--- config.mk ---
export PLATFORM = sky130hd
export DESIGN_NAME = expr_check_arbiter
export DESIGN_NICKNAME = d
export VERILOG_FILES = /design/src/rtl/expr_check_arbiter.sv
export SDC_FILE = /design/constraint.sdc
export NUM_CORES = 1
export LEC_CHECK = 0
export BUFFER_PORTS_ARGS = -buffer_cell sky130_fd_sc_hd__buf_2
export CAP_MARGIN = 40
export CELL_PAD_IN_SITES_DETAIL_PLACEMENT = 0
export CELL_PAD_IN_SITES_GLOBAL_PLACEMENT = 1
export CORE_UTILIZATION = 43
export CTS_BUF_LIST = sky130_fd_sc_hd__clkbuf_4
export DETAILED_ROUTE_END_ITERATION = 8
export GPL_TIMING_DRIVEN = 0
export PLACE_DENSITY = 0.84
export SKIP_CTS_REPAIR_TIMING = 1
export SLEW_MARGIN = 20
export SYNTH_ARGS = -nofsm -noshare
export SYNTH_HDL_FRONTEND = slang
export SYNTH_SLANG_ARGS = --single-unit
--- constraint.sdc ---
create_clock -name clk -period 2.5 [get_ports clk]
set_input_delay 0 -clock clk [delete_from_list [all_inputs] [get_ports clk]]
set_output_delay 0 -clock clk [all_outputs]
set_load 0.05 [all_outputs]
--- src/rtl/expr_check_arbiter.sv ---
// Round-robin arbiter that shares one digit(op digit)* grammar checker between two byte streams.
// Optional build macro SPACE_SKIP_EN: spaces are accepted but neither parsed nor counted.
module expr_check_arbiter #(
    parameter int unsigned MAX_LEN = 16
) (
    input  logic       clk,
    input  logic       clr,
    input  logic       req0_valid,
    input  logic [7:0] req0_data,
    input  logic       req0_last,
    output logic       req0_ready,
    input  logic       req1_valid,
    input  logic [7:0] req1_data,
    input  logic       req1_last,
    output logic       req1_ready,
    output logic       res_valid,
    output logic       res_id,
    output logic       res_ok,
    output logic [7:0] res_len,
    output logic       busy
);

    typedef enum logic [1:0] {StIdle, StRun, StDone} state_e;
    typedef enum logic [1:0] {GInit, GGood, GWaitNum, GBad} gram_e;

    state_e     r_state, w_state_nxt;
    gram_e      r_gram, w_gram_nxt, w_gram_step;
    logic       r_owner, w_owner_nxt;
    logic       r_rr, w_rr_nxt;
    logic [7:0] r_len, w_len_nxt, w_len_step;
    logic       r_res_id, w_res_id_nxt;
    logic       r_res_ok, w_res_ok_nxt;
    logic [7:0] r_res_len, w_res_len_nxt;

    logic       w_valid;
    logic [7:0] w_data;
    logic       w_last;
    logic       w_accept;
    logic       w_is_digit;
    logic       w_is_op;
    logic       w_skip;
    logic       w_ok_step;

    // Only the owner's stream reaches the checker.
    assign w_valid  = r_owner ? req1_valid : req0_valid;
    assign w_data   = r_owner ? req1_data : req0_data;
    assign w_last   = r_owner ? req1_last : req0_last;
    assign w_accept = (r_state == StRun) && w_valid;

    assign w_is_digit = (w_data >= 8'd48) && (w_data <= 8'd57);
    assign w_is_op    = (w_data == 8'd42) || (w_data == 8'd43);

`ifdef SPACE_SKIP_EN
    assign w_skip = (w_data == 8'd32);
`else
    assign w_skip = 1'b0;
`endif

    always_comb begin
        w_gram_step = r_gram;
        if (!w_skip) begin
            unique case (r_gram)
                GInit:    w_gram_step = w_is_digit ? GGood : GBad;
                GGood:    w_gram_step = w_is_op ? GWaitNum : GBad;
                GWaitNum: w_gram_step = w_is_digit ? GGood : GBad;
                default:  w_gram_step = GBad;
            endcase
        end
    end

    always_comb begin
        w_len_step = r_len;
        if (!w_skip && (r_len != 8'd255)) begin
            w_len_step = r_len + 8'd1;
        end
    end

    // Verdict includes the byte being accepted this cycle.
    assign w_ok_step = (w_gram_step == GGood) && (32'(w_len_step) <= MAX_LEN);

    always_comb begin
        w_state_nxt   = r_state;
        w_gram_nxt    = r_gram;
        w_owner_nxt   = r_owner;
        w_rr_nxt      = r_rr;
        w_len_nxt     = r_len;
        w_res_id_nxt  = r_res_id;
        w_res_ok_nxt  = r_res_ok;
        w_res_len_nxt = r_res_len;
        unique case (r_state)
            StIdle: begin
                if (req0_valid || req1_valid) begin
                    w_owner_nxt = (req0_valid && req1_valid) ? r_rr : req1_valid;
                    w_state_nxt = StRun;
                end
            end
            StRun: begin
                if (w_accept) begin
                    w_gram_nxt = w_gram_step;
                    w_len_nxt  = w_len_step;
                    if (w_last) begin
                        w_state_nxt   = StDone;
                        w_res_id_nxt  = r_owner;
                        w_res_ok_nxt  = w_ok_step;
                        w_res_len_nxt = w_len_step;
                    end
                end
            end
            StDone: begin
                w_state_nxt = StIdle;
                w_rr_nxt    = ~r_owner;
                w_gram_nxt  = GInit;
                w_len_nxt   = 8'd0;
            end
            default: begin
                w_state_nxt = StIdle;
                w_gram_nxt  = GInit;
                w_len_nxt   = 8'd0;
            end
        endcase
    end

    always_ff @(posedge clk or posedge clr) begin
        if (clr) begin
            r_state   <= StIdle;
            r_gram    <= GInit;
            r_owner   <= 1'b0;
            r_rr      <= 1'b0;
            r_len     <= 8'd0;
            r_res_id  <= 1'b0;
            r_res_ok  <= 1'b0;
            r_res_len <= 8'd0;
        end else begin
            r_state   <= w_state_nxt;
            r_gram    <= w_gram_nxt;
            r_owner   <= w_owner_nxt;
            r_rr      <= w_rr_nxt;
            r_len     <= w_len_nxt;
            r_res_id  <= w_res_id_nxt;
            r_res_ok  <= w_res_ok_nxt;
            r_res_len <= w_res_len_nxt;
        end
    end

    assign req0_ready = (r_state == StRun) && !r_owner;
    assign req1_ready = (r_state == StRun) && r_owner;
    assign res_valid  = (r_state == StDone);
    assign res_id     = r_res_id;
    assign res_ok     = r_res_ok;
    assign res_len    = r_res_len;
    assign busy       = (r_state != StIdle);

endmodule
==> flow_metrics.tcl, run 1 <==
set metrics [dict create \
    status "complete, but fails checks" \
    violations "design-rule violations" \
    skew_ps 11.3 \
    num_antenna_cells 0 \
    insertion_delay_ps 320 \
    initial_utilization 0.462 \
    crit_type "reg2reg" \
    setup_viol 0 \
    cts_buffers 3 \
    final_max_slew_viol_count 0 \
    period_needed_ps 1920 \
    p_leak_nw 0.769 \
    max_slew_margin 0.667 \
    clock.fmax_mhz 520 \
    setup_tns_ps 0 \
    synth.area.mux_share 0.0483 \
    vias 1169 \
    netlist.area_leader.share 0.463 \
    synthXorXnorAreaFrac 0.0203 \
    synth_top_flop_cell "dfrtp_1" \
    syn_area_um2 1300 \
    clock-root-buffer "clkbuf_4" \
    rrSetupSlack_ps 580 \
    antenna_found_initial 0 \
    wl_mm 2.97 \
    fillers 265 \
    synth_largest_area_cell "dfrtp_1" \
    startpoint_type "register" \
    syn_area_per_cell_um2 9.19 \
    die_width_um 56.9 \
    rows 19 \
    rsz0062_at_grt "no" \
    grt.overflow.total 0 \
    gp_congestion 0.822 \
    synthSimpleGateAreaFrac 0.227 \
    ys_ff_latch 24 \
    initialDrtViolationCount 34 \
    synth-adder-area-share 0.00965 \
    wl_per_cell_um 13.9 \
    synth_area_leaders "dfrtp_1 46%, o21ai_0 8.5%, nand2_1 6.1%" \
    cts.htree.levels 1 \
    grt_max_degree 15 \
    layout.area.seq_um2 601 \
    synth_most_common_cell "dfrtp_1" \
    nNetsFinal 207 \
    max_cap_violations 0 \
    drt_pre_antenna_iters 6 \
    clk_path_buf_depth 2 \
    drive_above_1_share 0.273 \
    placed_cells 206 \
    synth_common_cells "24 x dfrtp_1, 22 x o21ai_0, 21 x nand2_1" \
    syn-num-nets 164 \
    pwr_density_cell_nw_per_um2 1040 \
    synth_top_family_by_area "simple AND/OR/NAND/NOR gates" \
    dieArea_um2 3240 \
    ys_seq_area_frac 0.463 \
    tritoncts "done" \
    antenna_left 0 \
    required_ps 2720 \
    path_max_fanout 10 \
    irDropWorstVdd_mv 0.584 \
    dp_hpwl_mm 2.18 \
    hold_viol 0 \
    multi_input_area_um2 639 \
    hold_path_class "in2reg" \
    path_clk_slew_ps 140 \
    fp.dieH_um 56.9 \
    ios 36 \
    coreArea_um2 2810 \
    worst_setup_path_end_kind "register" \
    port_buffers 33 \
    grt_pass1_wl_mm 4.79 \
    layout.cells.non_filler 214 \
    cp_data_arrival_time_ps 2150 \
    synth_edf_count 0 \
    synth-compound-area-share 0.188 \
    grtUsageTotal 0.191 \
    final_area_um2 1610 \
    synthArstFlopShare 1.00 \
    synth_cells 141 \
    grt_pass1_vias 1058 \
    synth_warnings 0 \
    cts_sinks 24 \
    ys_types 37 \
    drcViolationCount 2 \
    dpl-instance-area_um2 1520 \
    worst_pin_slew_ps 498 \
    period_share 0.770 \
    viasPerCell 5.46 \
    syn_to_final_growth_pct 24.0 \
]
-- metrics by stage --
stage / hold WS, ps / setup WS [ps] / power (mW) / utilization
3_5_place_dp: 51.2 / 648 / 1.36 / 0.540
6_report: 25.7 / 576 / 1.67 / 0.573
2_1_floorplan: 14.6 / 676 / 1.17 / -
3_3_place_gp: 229 / 662 / 1.34 / 0.535
5_1_grt: 24.8 / 476 / 1.77 / 0.573
4_1_cts: -309 / 588 / 1.65 / 0.559
-- power by group --
group	total [mW]	leakage [nW]	switching (mW)	internal [mW]
logic	0.820	0.425	0.553	0.267
registers	0.561	0.316	0.0752	0.485
clock network	0.285	0.0279	0.123	0.162
total	1.67	0.769	0.752	0.915
-- registers in the layout, summed over array words and instances (netlist names) --
name and count:
res_ok 1, r_rr 1, res_id 1, r_owner 1
res_len 8, r_len 8, r_state 2, r_gram 2
-- area by class of cell --
type / count / share of cell area
sequential: 24 / 0.374
buffer: 7 / 0.0233
multi-input combinational: 105 / 0.398
tap: 31 / 0.0241
clock inverter: 1 / 0.0187
timing repair buffer: 38 / 0.137
inverter: 5 / 0.0117
clock buffer: 3 / 0.0140
-- worst paths after layout --
check	from	to	depth (start not counted)
max	r_len[0]$_DFFE_PP0P_	res_ok$_DFFE_PP0P_	6
min	req0_last	res_id$_DFFE_PP0P_	4
max reg2reg	r_len[0]$_DFFE_PP0P_	res_ok$_DFFE_PP0P_	6
min reg2reg	res_len[7]$_DFFE_PP0P_	res_len[7]$_DFFE_PP0P_	2
max in group asynchronous	clr	res_len[7]$_DFFE_PP0P_	4
min in group asynchronous	clr	r_len[2]$_DFFE_PP0P_	3
-- worst max-delay path, cell delays in order (launching register included) --
cell      delay, ps
dfrtp_1         510
ha_1            260
clkbuf_1        340
a31oi_1         130
a31o_2          250
a41oi_1         250
o31ai_2          80
-- logic make-up after synthesis --
family | count (synthesis)
AO/OA/AOI/OAI | 40
XOR/XNOR | 3
adder cells (fa/ha/maj) | 1
buffers and inverters | 12
flip-flops | 24
multiplexers | 6
AND/OR/NAND/NOR | 55
-- layer usage --
layer / GRT usage / share of wire
met5: 0 / 0
met4: 0.0523 / 0.0088
met3: 0.0346 / 0.020
met2: 0.311 / 0.47
met1: 0.263 / 0.50
-- layout by cell type, fill, tap and decap left out, drive strengths merged, types with 2 or more instances in the layout --
cell / synthesis / layout
buf: 4 / 38
dfrtp: 24 / 24
nand4b: 2 / 2
clkbuf: 3 / 6
nand2: 22 / 22
dlygate4sd3: 0 / 4
inv: 5 / 5
a41oi: 2 / 2
a31oi: 2 / 2
nand4: 4 / 4
mux2: 2 / 2
mux2i: 4 / 4
and3b: 2 / 2
nand3: 6 / 6
nand3b: 2 / 2
xnor2: 3 / 3
o21ai: 22 / 22
nor2: 7 / 7
a21oi: 8 / 8
nand2b: 2 / 2
No activity file was read; power rests on OpenSTA's default activity.
==> run 2, diff against run 1 <==
--- a/config.mk
+++ b/config.mk
@@ -9,11 +9,11 @@
 export CAP_MARGIN = 40
 export CELL_PAD_IN_SITES_DETAIL_PLACEMENT = 0
 export CELL_PAD_IN_SITES_GLOBAL_PLACEMENT = 1
-export CORE_UTILIZATION = 43
+export CORE_UTILIZATION = 36
 export CTS_BUF_LIST = sky130_fd_sc_hd__clkbuf_4
 export DETAILED_ROUTE_END_ITERATION = 8
 export GPL_TIMING_DRIVEN = 0
-export PLACE_DENSITY = 0.84
+export PLACE_DENSITY = 0.75
 export SKIP_CTS_REPAIR_TIMING = 1
 export SLEW_MARGIN = 20
 export SYNTH_ARGS = -nofsm -noshare
==> constraint.sdc (replaced) <==
create_clock -name clk -period 1.6 [get_ports clk]
set_input_delay 0 -clock clk [delete_from_list [all_inputs] [get_ports clk]]
set_output_delay 0 -clock clk [all_outputs]
set_load 0.05 [all_outputs]
==> flow_metrics.tcl, run 2 (synthesis gave the netlist of run 1 again) <==
set metrics [dict create \
    p_leak_nw 0.840 \
    tritoncts "done" \
    ios 36 \
    slowest_stage "or4b_4" \
    antenna_found_initial 0 \
    clk_path_buf_depth 2 \
    fp.dieH_um 62.0 \
    period_needed_ps 1710 \
    cp-startpoint "r_owner$_DFFE_PP0P_" \
    dp_hpwl_mm 2.21 \
    initial_utilization 0.382 \
    rsz0062_at_grt "yes" \
    viasPerCell 5.07 \
    port_buffers 33 \
    gp_congestion 0.814 \
    insertion_delay_ps 310 \
    cts_buffers 3 \
    wl_per_cell_um 12.1 \
    crit_type "reg2reg" \
    required_ps 1840 \
    final_cell_mix "34 x buf_2, 22 x dfrtp_1, 21 x nand2_1, 21 x o21ai_0, 11 x buf_4" \
    path_clk_slew_ps 130 \
    drive_above_1_share 0.377 \
    cts_sinks 24 \
    cts.htree.levels 1 \
    irDropWorstVdd_mv 0.621 \
    rows 21 \
    grt_max_degree 15 \
    worst_setup_path_end_kind "register" \
    max_cap_violations 0 \
    coreArea_um2 3390 \
    rr_endpoint "res_ok$_DFFE_PP0P_" \
    dieArea_um2 3840 \
    initialDrtViolationCount 35 \
    syn_to_final_growth_pct 36.0 \
    final_max_slew_viol_count 0 \
    clock-root-buffer "clkbuf_4" \
    rrSetupSlack_ps -110 \
    holdWs_ps -19.5 \
    nNetsFinal 215 \
    layout_commonest_cell "buf_2" \
    grt_pass1_wl_mm 4.56 \
    worst_pin_slew_ps 467 \
    r2r-start "r_owner$_DFFE_PP0P_" \
    wl_mm 2.88 \
    grt.overflow.total 0 \
    finalWorstSetupSlack_ps -111 \
    hold_viol 2 \
    period_share 1.07 \
    grtUsageTotal 0.161 \
    vias 1201 \
    startpoint_type "register" \
    status "complete, but fails checks" \
    antenna_left 0 \
    grt_pass1_vias 964 \
    endpoint "res_ok$_DFFE_PP0P_" \
    hold_path_class "in2reg" \
    cp_data_arrival_time_ps 1950 \
    clock.fmax_mhz 584 \
    die_width_um 62.0 \
    drcViolationCount 0 \
    total_power_mw 2.79 \
    pwr_density_cell_nw_per_um2 1580 \
    reg2reg_depth 5 \
    num_antenna_cells 0 \
    drt_pre_antenna_iters 4 \
    violations "negative hold slack, negative setup slack" \
    path_max_fanout 7 \
    slowest_delay_ps 500 \
    max_slew_margin 0.688 \
    setup_viol 1 \
    fillers 309 \
    path_cells "buf_6 -> or4b_4 -> a221oi_4 -> nand4_1 -> o31ai_2" \
    skew_ps 8.60 \
]
[run 2: changes by cell type in the layout (fill, tap and decap cells not counted), moves of 2 or more]
cell	change
mux2i_2	+2
buf_2	-2
dlygate4sd3_1	-2
dfrtp_2	+2
mux2i_1	-2
buf_6	+2
buf_4	+11
dfrtp_1	-2
clkbuf_1	-3
[run 2: where the power goes]
part           switching [mW]  leakage (nW)  internal, mW  total [mW]
sequential              0.134         0.314         0.763       0.897
combinational           0.896         0.499         0.563        1.46
clock                   0.181        0.0279         0.253       0.434
[run 2: per-layer routing]
metal / GRT usage / share of wire / up-vias
met2: 0.257 / 0.47 / 19
met5: 0 / 0 / -
met3: 0.0373 / 0.025 / 2
li1: - / - / 609
met1: 0.224 / 0.49 / 571
met4: 0.0286 / 0.0063 / 0
[run 2: worst min-delay path by stage]
stage / start / to / slack (ps) / depth (start not counted)
2_1_floorplan: clr / r_gram[0]$_DFFE_PP0P_ / 10 / 1
3_5_place_dp: clr / res_len[7]$_DFFE_PP0P_ / 30 / 2
4_1_cts: clr / res_len[7]$_DFFE_PP0P_ / -320 / 2
3_3_place_gp: clr / res_len[7]$_DFFE_PP0P_ / 230 / 2
5_1_grt: req1_valid / r_owner$_DFFE_PP0P_ / 0.4 / 3
6_report: req1_valid / r_owner$_DFFE_PP0P_ / -20 / 3
[run 2: through the flow]
stage,utilization,cells,area (um^2),setup WS [ps],setup TNS [ps]
floorplan,-,141,1310,0.881,0
global route,0.520,237,1760,-160,-295
detailed placement,0.457,221,1550,-232,-1370
global placement,0.452,220,1530,-207,-1190
finish,0.520,237,1760,-111,-111
CTS,0.472,225,1600,-262,-1710
[run 2: cell type report]
cell class | instances | area [um^2] | area share
well taps | 46 | 57.6 | 0.0326
clock buffers | 3 | 22.5 | 0.0128
repair buffers | 48 | 303 | 0.172
inverters | 5 | 18.8 | 0.0106
clock inverters | 1 | 30.0 | 0.0170
flip-flops and latches | 24 | 603 | 0.342
multi-input cells | 105 | 684 | 0.388
plain buffers | 5 | 43.8 | 0.0248
[run 2: critical path, delay by kind of cell, from the launching register on]
kind / cells / cell delay, ps
buf+inv: 1 / 130
flops: 1 / 390
simple gates: 2 / 640
compound gates: 2 / 480
